<file path="config.mk">
export PLATFORM = sky130hd
export DESIGN_NAME = first_down_counter
export DESIGN_NICKNAME = d
export VERILOG_FILES = /design/src/rtl/first_down_counter.sv
export SDC_FILE = /design/constraint.sdc
export NUM_CORES = 1
export LEC_CHECK = 0
export BUFFER_PORTS_ARGS = -buffer_cell sky130_fd_sc_hd__buf_2
export CAP_MARGIN = 0
export CORE_AREA = 2 2 39 41
export DETAILED_ROUTE_END_ITERATION = 8
export DIE_AREA = 0 0 41 43
export PLACE_DENSITY = 0.58
export SLEW_MARGIN = 10
export SYNTH_ARGS = -nofsm -noshare
export SYNTH_HDL_FRONTEND = slang
export SYNTH_SLANG_ARGS = --single-unit
export TNS_END_PERCENT = 10
</file>
<file path="constraint.sdc">
create_clock -name clk -period 1.9 [get_ports clk]
set_input_delay 0.38 -clock clk [delete_from_list [all_inputs] [get_ports clk]]
set_output_delay 0.38 -clock clk [all_outputs]
set_load 0.1 [all_outputs]
</file>
<file path="src/rtl/first_down_counter.sv">
// Loadable down-counter / countdown timer.
// Counts a loaded value down to terminal count; pulses tc_pulse, sets a sticky underflow flag and optionally auto-reloads.
module first_down_counter #(
    parameter int WIDTH       = 4,
    parameter int AUTO_RELOAD = 0
) (
    input  logic             clk,
    input  logic             reset,
    input  logic             enable,
    input  logic             load,
    input  logic [WIDTH-1:0] load_value,
    input  logic             clear_underflow,
    output logic [WIDTH-1:0] counter_out,
    output logic             tc_pulse,
    output logic             underflow_out,
    output logic             busy
);

    typedef enum logic [1:0] {
        IDLE = 2'd0,
        RUN  = 2'd1,
        DONE = 2'd2
    } state_t;

    state_t           state_q, state_d;
    logic [WIDTH-1:0] count_q, count_d;
    logic [WIDTH-1:0] reload_q, reload_d;
    logic             tc_q, tc_d;
    logic             uf_q, uf_d;
    logic             uf_set;

    always_ff @(posedge clk) begin
        if (reset) begin
            state_q  <= IDLE;
            count_q  <= '0;
            reload_q <= '0;
            tc_q     <= 1'b0;
            uf_q     <= 1'b0;
        end else begin
            state_q  <= state_d;
            count_q  <= count_d;
            reload_q <= reload_d;
            tc_q     <= tc_d;
            uf_q     <= uf_d;
        end
    end

    // Load beats counting; a zero load is an immediate terminal count.
    always_comb begin
        state_d  = state_q;
        count_d  = count_q;
        reload_d = reload_q;
        tc_d     = 1'b0;
        uf_set   = 1'b0;

        if (load) begin
            count_d  = load_value;
            reload_d = load_value;
            if (load_value != '0) begin
                state_d = RUN;
            end else begin
                state_d = DONE;
                tc_d    = 1'b1;
                uf_set  = 1'b1;
            end
        end else if (state_q == RUN && enable) begin
            if (count_q > WIDTH'(1)) begin
                count_d = count_q - WIDTH'(1);
            end else begin
                tc_d   = 1'b1;
                uf_set = 1'b1;
                if (AUTO_RELOAD != 0) begin
                    count_d = reload_q;
                end else begin
                    count_d = '0;
                    state_d = DONE;
                end
            end
        end

        // A set on the same edge overrides a clear request.
        if (uf_set) begin
            uf_d = 1'b1;
        end else if (clear_underflow) begin
            uf_d = 1'b0;
        end else begin
            uf_d = uf_q;
        end
    end

    assign counter_out   = count_q;
    assign tc_pulse      = tc_q;
    assign underflow_out = uf_q;
    assign busy          = (state_q == RUN);

endmodule

</file>
==> results of run 1 <==
stage by stage:
step | setup WS [ns] | power (mW) | setup TNS, ns | util [%] | hold WS, ns
2_1_floorplan | -0.1989 | 0.3216 | -0.9010 | - | 0.4462
3_3_place_gp | 0.4635 | 0.3537 | 0 | 40.51 | 0.4551
5_1_grt | 0.2069 | 0.5090 | 0 | 42.13 | 0.4177
4_1_cts | 0.2570 | 0.4847 | 0 | 42.13 | 0.4028
3_5_place_dp | 0.3307 | 0.3553 | 0 | 40.51 | 0.4633
6_report | 0.2744 | 0.4768 | 0 | 42.13 | 0.4044
worst max-delay path by stage:
stage | endpoint | from | slack [ns]
CTS | busy | state_q[0] | 0.26
floorplan | counter_out[0] | counter_out[0] | -0.20
global route | busy | state_q[0] | 0.21
global placement | counter_out[0] | counter_out[0] | 0.46
detailed placement | counter_out[0] | counter_out[0] | 0.33
finish | busy | state_q[0] | 0.27
power by group through the flow:
stage	Clock [mW]	Combinational, mW	Sequential, mW
after floorplan	0	0.0670	0.255
after global placement	0	0.158	0.196
after detailed placement	0	0.159	0.197
after CTS	0.133	0.159	0.193
after global routing	0.146	0.168	0.195
final	0.126	0.158	0.193
cell families (layout without fill, tap and decap cells):
group,after synthesis,after routing
simple gates,15,15
flops,8,8
compound gates,16,16
fa+ha+maj,2,2
buf+inv,8,25
per-layer routing:
| layer | track usage [%] | up-vias |
|---|---|---|
| met5 | 0 | - |
| met4 | 6.000 | 0 |
| met3 | 7.853 | 0 |
| met2 | 23.13 | 16 |
| met1 | 18.12 | 199 |
| li1 | - | 218 |
cell type report:
type	instances	area (sq um)	share of cell area [%]
multi-input cells	33	279.0	47.85
flip-flops and latches	8	160.2	27.47
repair buffers	15	75.07	12.88
inverters	7	26.28	4.506
clock buffers	3	22.52	3.863
well taps	16	20.02	3.433
registers in the layout, summed over array words and instances (netlist names):
signal,flops
counter_out,4
state_q,2
tc_pulse,1
underflow_out,1
worst reg2reg max path, delay by kind of cell, from the launching register on:
| family | cells | cell delay, ns |
|---|---|---|
| and+or+nand+nor | 1 | 0.33 |
| adders and majority gates | 1 | 0.23 |
| DFF | 1 | 0.43 |
| buffers and inverters | 1 | 0.09 |
| AOI/OAI and AO/OA | 2 | 0.40 |
Yosys cell counts:
library cell / number
a21o_1: 1
a21oi_1: 1
a221oi_1: 1
a221oi_2: 1
a22o_1: 1
a31oi_1: 2
a41oi_1: 1
and2_1: 1
and2b_1: 1
and3b_1: 1
and4bb_2: 1
buf_2: 1
dfxtp_1: 8
ha_1: 2
inv_1: 7
nand2_1: 2
nand2b_1: 1
nand3_1: 2
nand3b_4: 1
nor2_1: 2
nor2b_1: 1
nor4_1: 1
o211ai_1: 2
o21a_1: 1
o221ai_1: 1
o22ai_1: 1
o31a_2: 1
o31ai_4: 1
o41ai_1: 1
or2_4: 1
==> results.md, run 1 <==
* Status: completed
* Finish-stage setup viols at 0
* Main combinational cell family by area after synthesis: compound AO/OA/AOI/OAI gates
* Filler Cell Count at 155
* Via/cell ratio at 5.280
* Flop-to-flop setup slack at 0.32 ns
* Max stage delay on crit path at 0.42 ns
* Reg2Reg Launch Point: counter_out[0]
* Clock Latency Late Sink at 0.25 ns
* Cells after Synth at 49
* Mean Syn Cell Area at 9.550 sq um
* WP buf/inv at 1
* ANT nets after route at 0
* HP Start: reset
* Placed Instance Area at 560.5 sq um
* CP top delay family: buffers and inverters
* Vias in the first global route at 425
* Rows at 14
* Crit start category: flop
* Worst hold path depth at 2
* GPL Wtd Cong at 0.7548
* Slew headroom at 67.85%
* CTS tree: done
* Die width at 41 microns
* Total track usage at 15.49%
* Via Count at 433
* Metal3 WL at 71 microns
* Initial DRC count at 4
* Adder-cell area share of the yosys netlist at 5.348%
* Post-cts resize count at 0
* NumNets Final at 79
* Max Buffers Root-to-Sink at 2
* Root Driver: clkbuf_4
* Library cells used by synthesis at 30
* H-tree Lvls at 1
* Multiplexer share of the synthesized area at 0%
* WL final at 1.054 mm
* Final Hold Viols at 0
* R2R depth at 5
* Leading cell type in the layout, fill and taps excluded: buf_2
* Full die area at 0.001763 sq mm
* Initial Util at 33.82%
* Post-CTS setup buffers at 0
* Psw at 0.1839 mW
* CP max-delay cell: buf_2
* Post-Syn Area at 467.9 sq um
* CP Capture Type: primary output
* Pin count of the biggest net entering global routing at 10
* Core area at 0.001384 sq mm
* Critical Path RT at 1.52 ns
* Port buffer count at 15
* Final instance area at 583.1 sq um
* Top layer in use: met3
* Met2 routed WL at 563 microns
* Switch share at 38.57%
* Post-route DRC at 0
* Syn-to-layout area delta at 24.60%
* Number of warning messages in the yosys log at 0
* Pins Over Slew Limit at 0
* Clock Skews at 0.001242 ns
* Gr ovfl total at 0
* Non-filler instance count after layout at 82
* Inst Count DP at 79
* #FFs+latches synth at 8
* IR drop worst, VDD at 0.4698 mV
* Layout cells sized above 1 at 37.88%
* Initial antenna violation count at 0
* F_max at 615.2 MHz
* Pleak at 0.2738 nW
* Top Ports at 16
* Post-Synth Simple-Gate Area at 22.99%
* Cell taking the most area after synthesis: dfxtp_1
* Pwr dens at 817.8 mW/mm^2
* Crit path time final at 1.626 ns
* Worst-Margin Slew at 0.4856 ns
* Die H at 43 microns
* Routed wire per std cell at 12.85 microns
* Post-Synth XOR/XNOR Area at 0%
* Worst min path class: input port to flop
* RSZ-0062 raised after global routing: false
* Wire length on met1 at 420 microns
* Hold EP: counter_out[3]
* Drt pass-1 iters at 4
* Most frequent cells in the layout: buf_2, dfxtp_1, inv_1, clkbuf_4
* Internal power at 0.2929 mW
* FF-to-FF End: counter_out[0]
* Synth area leaders: dfxtp_1, inv_1, ha_1
* ANT cells at 0
* Post-synth top area share at 34.22%
* Tcrit/Tclk final at 85.56%
* Post-DP HPWL at 862.5 microns
* Sequential share of the synthesized area at 34.22%
* Critical Path AT at 1.25 ns
* Compound-cell area share of the yosys netlist at 30.75%
* Number of cells on the critical path at 2
* Clock Power Share at 26.3%
* Clock transition at path regs at 0.05 ns
* CP Cell Sequence: nor2b_2 -> buf_2
* Total CTS buffers at 3
* Max cap viols at 0
* First-pass GRT wire length at 1.780 mm
* Setup CP Type: flop to primary output
* CP Max Fanout at 5
* CTS Hold Buffers Added at 0
* Clock sink count at 8
* Syn_nets at 60
* Logic pwr share at 33.2%
* Seq pwr share at 40.5%
No activity file was read; power rests on OpenSTA's default activity.
==> run 2, diff against run 1 <==
==> constraint.sdc (replaced) <==
create_clock -name clk -period 1.6 [get_ports clk]
set_input_delay 0.32 -clock clk [delete_from_list [all_inputs] [get_ports clk]]
set_output_delay 0.32 -clock clk [all_outputs]
set_load 0.1 [all_outputs]
==> results.md, run 2 (same netlist as run 1, synthesis figures left out) <==
* Status: completed
* Core area at 0.001384 sq mm (unchanged)
* Fin Setup TNS at 0 ns (unchanged)
* WL final at 1.079 mm (+2.4%)
* RSZ-0062 raised after global routing: false
* Worst hold path depth at 3 (+1)
* H-tree Lvls at 1 (unchanged)
* CTS tree: done
* Clock Skews at 0.001712 ns (+0.0004693 ns)
* Final Hold Viols at 0 (unchanged)
* Crit path time final at 1.483 ns
* Drt pass-1 iters at 4 (unchanged)
* ANT cells at 0 (unchanged)
* Slew headroom at 67.93% (+0.085 points)
* Syn-to-layout area delta at 28.61%
* CTS Hold Buffers Added at 0 (unchanged)
* Critical Path AT at 1.16 ns (-0.09 ns)
* Hold EP: counter_out[2]
* Number of flip-flops in the largest register at 4 (unchanged)
* Crit path from: counter_out[3]
* Die H at 43 microns (unchanged)
* Multi-input logic area at 281.5 sq um (+0.90%)
* Pleak at 0.2779 nW (+1.5%)
* Via Count at 445 (+2.8%)
* Root Driver: clkbuf_4
* Filler Cell Count at 152 (-1.9%)
* FF+latch area at 161.4 sq um (+0.78%)
* Max Buffers Root-to-Sink at 2 (unchanged)
* Rows at 14 (unchanged)
* Total track usage at 16.48% (+0.99 points)
* Worst min path class: input port to flop
* CP top delay family: buffers and inverters
* Flop-to-flop setup slack at 0.20 ns (-0.12 ns)
* First-pass GRT wire length at 1.863 mm (+4.7%)
* CP Max Fanout at 6 (+1)
* Clock transition at path regs at 0.05 ns (about the same)
* Clock Latency Late Sink at 0.26 ns (about the same)
* Via/cell ratio at 5.427 (+2.8%)
* Post-DP HPWL at 847.5 microns (-1.7%)
* Pwr dens at 971.6 mW/mm^2 (+19%)
* CP max-delay cell: buf_2
* Top Ports at 16 (unchanged)
* Most frequent cells in the layout: buf_2, inv_1, dfxtp_1, clkbuf_4
* Critical Path RT at 1.28 ns (-0.24 ns)
* Initial Util at 33.82% (unchanged)
* NumNets Final at 79 (unchanged)
* R2R depth at 5 (unchanged)
* Setup CP Type: flop to primary output
* Tcrit/Tclk final at 92.66%
* GPL Wtd Cong at 0.7659 (+1.5%)
* Total Power at 0.5847 mW (+23%)
* Max stage delay on crit path at 0.47 ns (+0.05 ns)
* F_max at 674.5 MHz
* Post-route DRC at 0 (unchanged)
* HP Start: load_value[2]
* ANT nets after route at 0 (unchanged)
* Crit start category: flop
* Die width at 41 microns (unchanged)
* Initial antenna violation count at 0 (unchanged)
* Finish-stage setup viols at 0 (unchanged)
* Core Util, Final at 43.49% (+1.4 points)
* CP Cell Sequence: buf_2
* Leading cell type in the layout, fill and taps excluded: buf_2
* Non-filler instance count after layout at 82 (unchanged)
* Total CTS buffers at 3 (unchanged)
* IR drop worst, VDD at 0.3543 mV (-25%)
* Worst-Margin Slew at 0.4843 ns (-0.001288 ns)
* Layout cells sized above 1 at 40.91% (+3.0 points)
* Routed wire per std cell at 13.16 microns (+2.4%)
* Inst Count DP at 79 (unchanged)
* Full die area at 0.001763 sq mm (unchanged)
* Vias in the first global route at 444 (+4.5%)
* Pin count of the biggest net entering global routing at 10 (unchanged)
* FF-to-FF End: counter_out[0]
* Gr ovfl total at 0 (unchanged)
* Max cap viols at 0 (unchanged)
* WP buf/inv at 1 (unchanged)
* Initial DRC count at 11 (+7)
* Port buffer count at 15 (unchanged)
* Reg2Reg Launch Point: counter_out[1]
* Clock sink count at 8 (unchanged)
* CP Capture Type: primary output
* Pins Over Slew Limit at 0 (unchanged)
[run 2: cell counts in the layout (fill, tap and decap cells not counted)]
Identical to the previous run, type by type.
[run 2: timing repair]
item	in CTS	in global routing
endpoints found under the setup margin	0	1
gates resized for setup	0	1
buffers inserted	0	0
[run 2: worst max-delay path by stage]
| stage | slack, ns | endpoint | cells past startpoint |
|---|---|---|---|
| final | 0.12 | counter_out[3] | 1 |
| after global routing | 0.04 | counter_out[0] | 5 |
| after CTS | 0.10 | counter_out[0] | 5 |
| after detailed placement | 0.11 | counter_out[0] | 5 |
| after global placement | 0.18 | counter_out[0] | 5 |
| after floorplan | -0.47 | counter_out[0] | 5 |
[run 2: cell type report]
class / instances / area share [%]
multi-input combinational: 33 / 46.78
tap: 16 / 3.326
inverter: 7 / 4.366
sequential: 8 / 26.82
timing repair buffer: 15 / 14.97
clock buffer: 3 / 3.742
[run 2: where the power goes]
group | switching [mW] | internal [mW]
logic | 0.141 | 0.0563
registers | 0.0161 | 0.214
clock network | 0.0721 | 0.0861
[run 2: layer usage]
metal | vias up | global-route usage (%) | part of all wire, %
li1 | 221 | - | -
met1 | 204 | 18.71 | 40
met2 | 14 | 23.75 | 49
met3 | 6 | 9.424 | 7.3
met4 | 0 | 8.000 | 3.5
met5 | - | 0 | 0
[run 2: stage by stage]
stage	cell area (sq um)	hold slack, ns	setup slack (ns)
after detailed placement	576.8	0.4525	0.1099
after floorplan	471.7	0.3862	-0.4735
after global routing	601.8	0.3519	0.04083
final	601.8	0.3316	0.1174
after CTS	599.3	0.3312	0.1011
after global placement	576.8	0.4556	0.1806
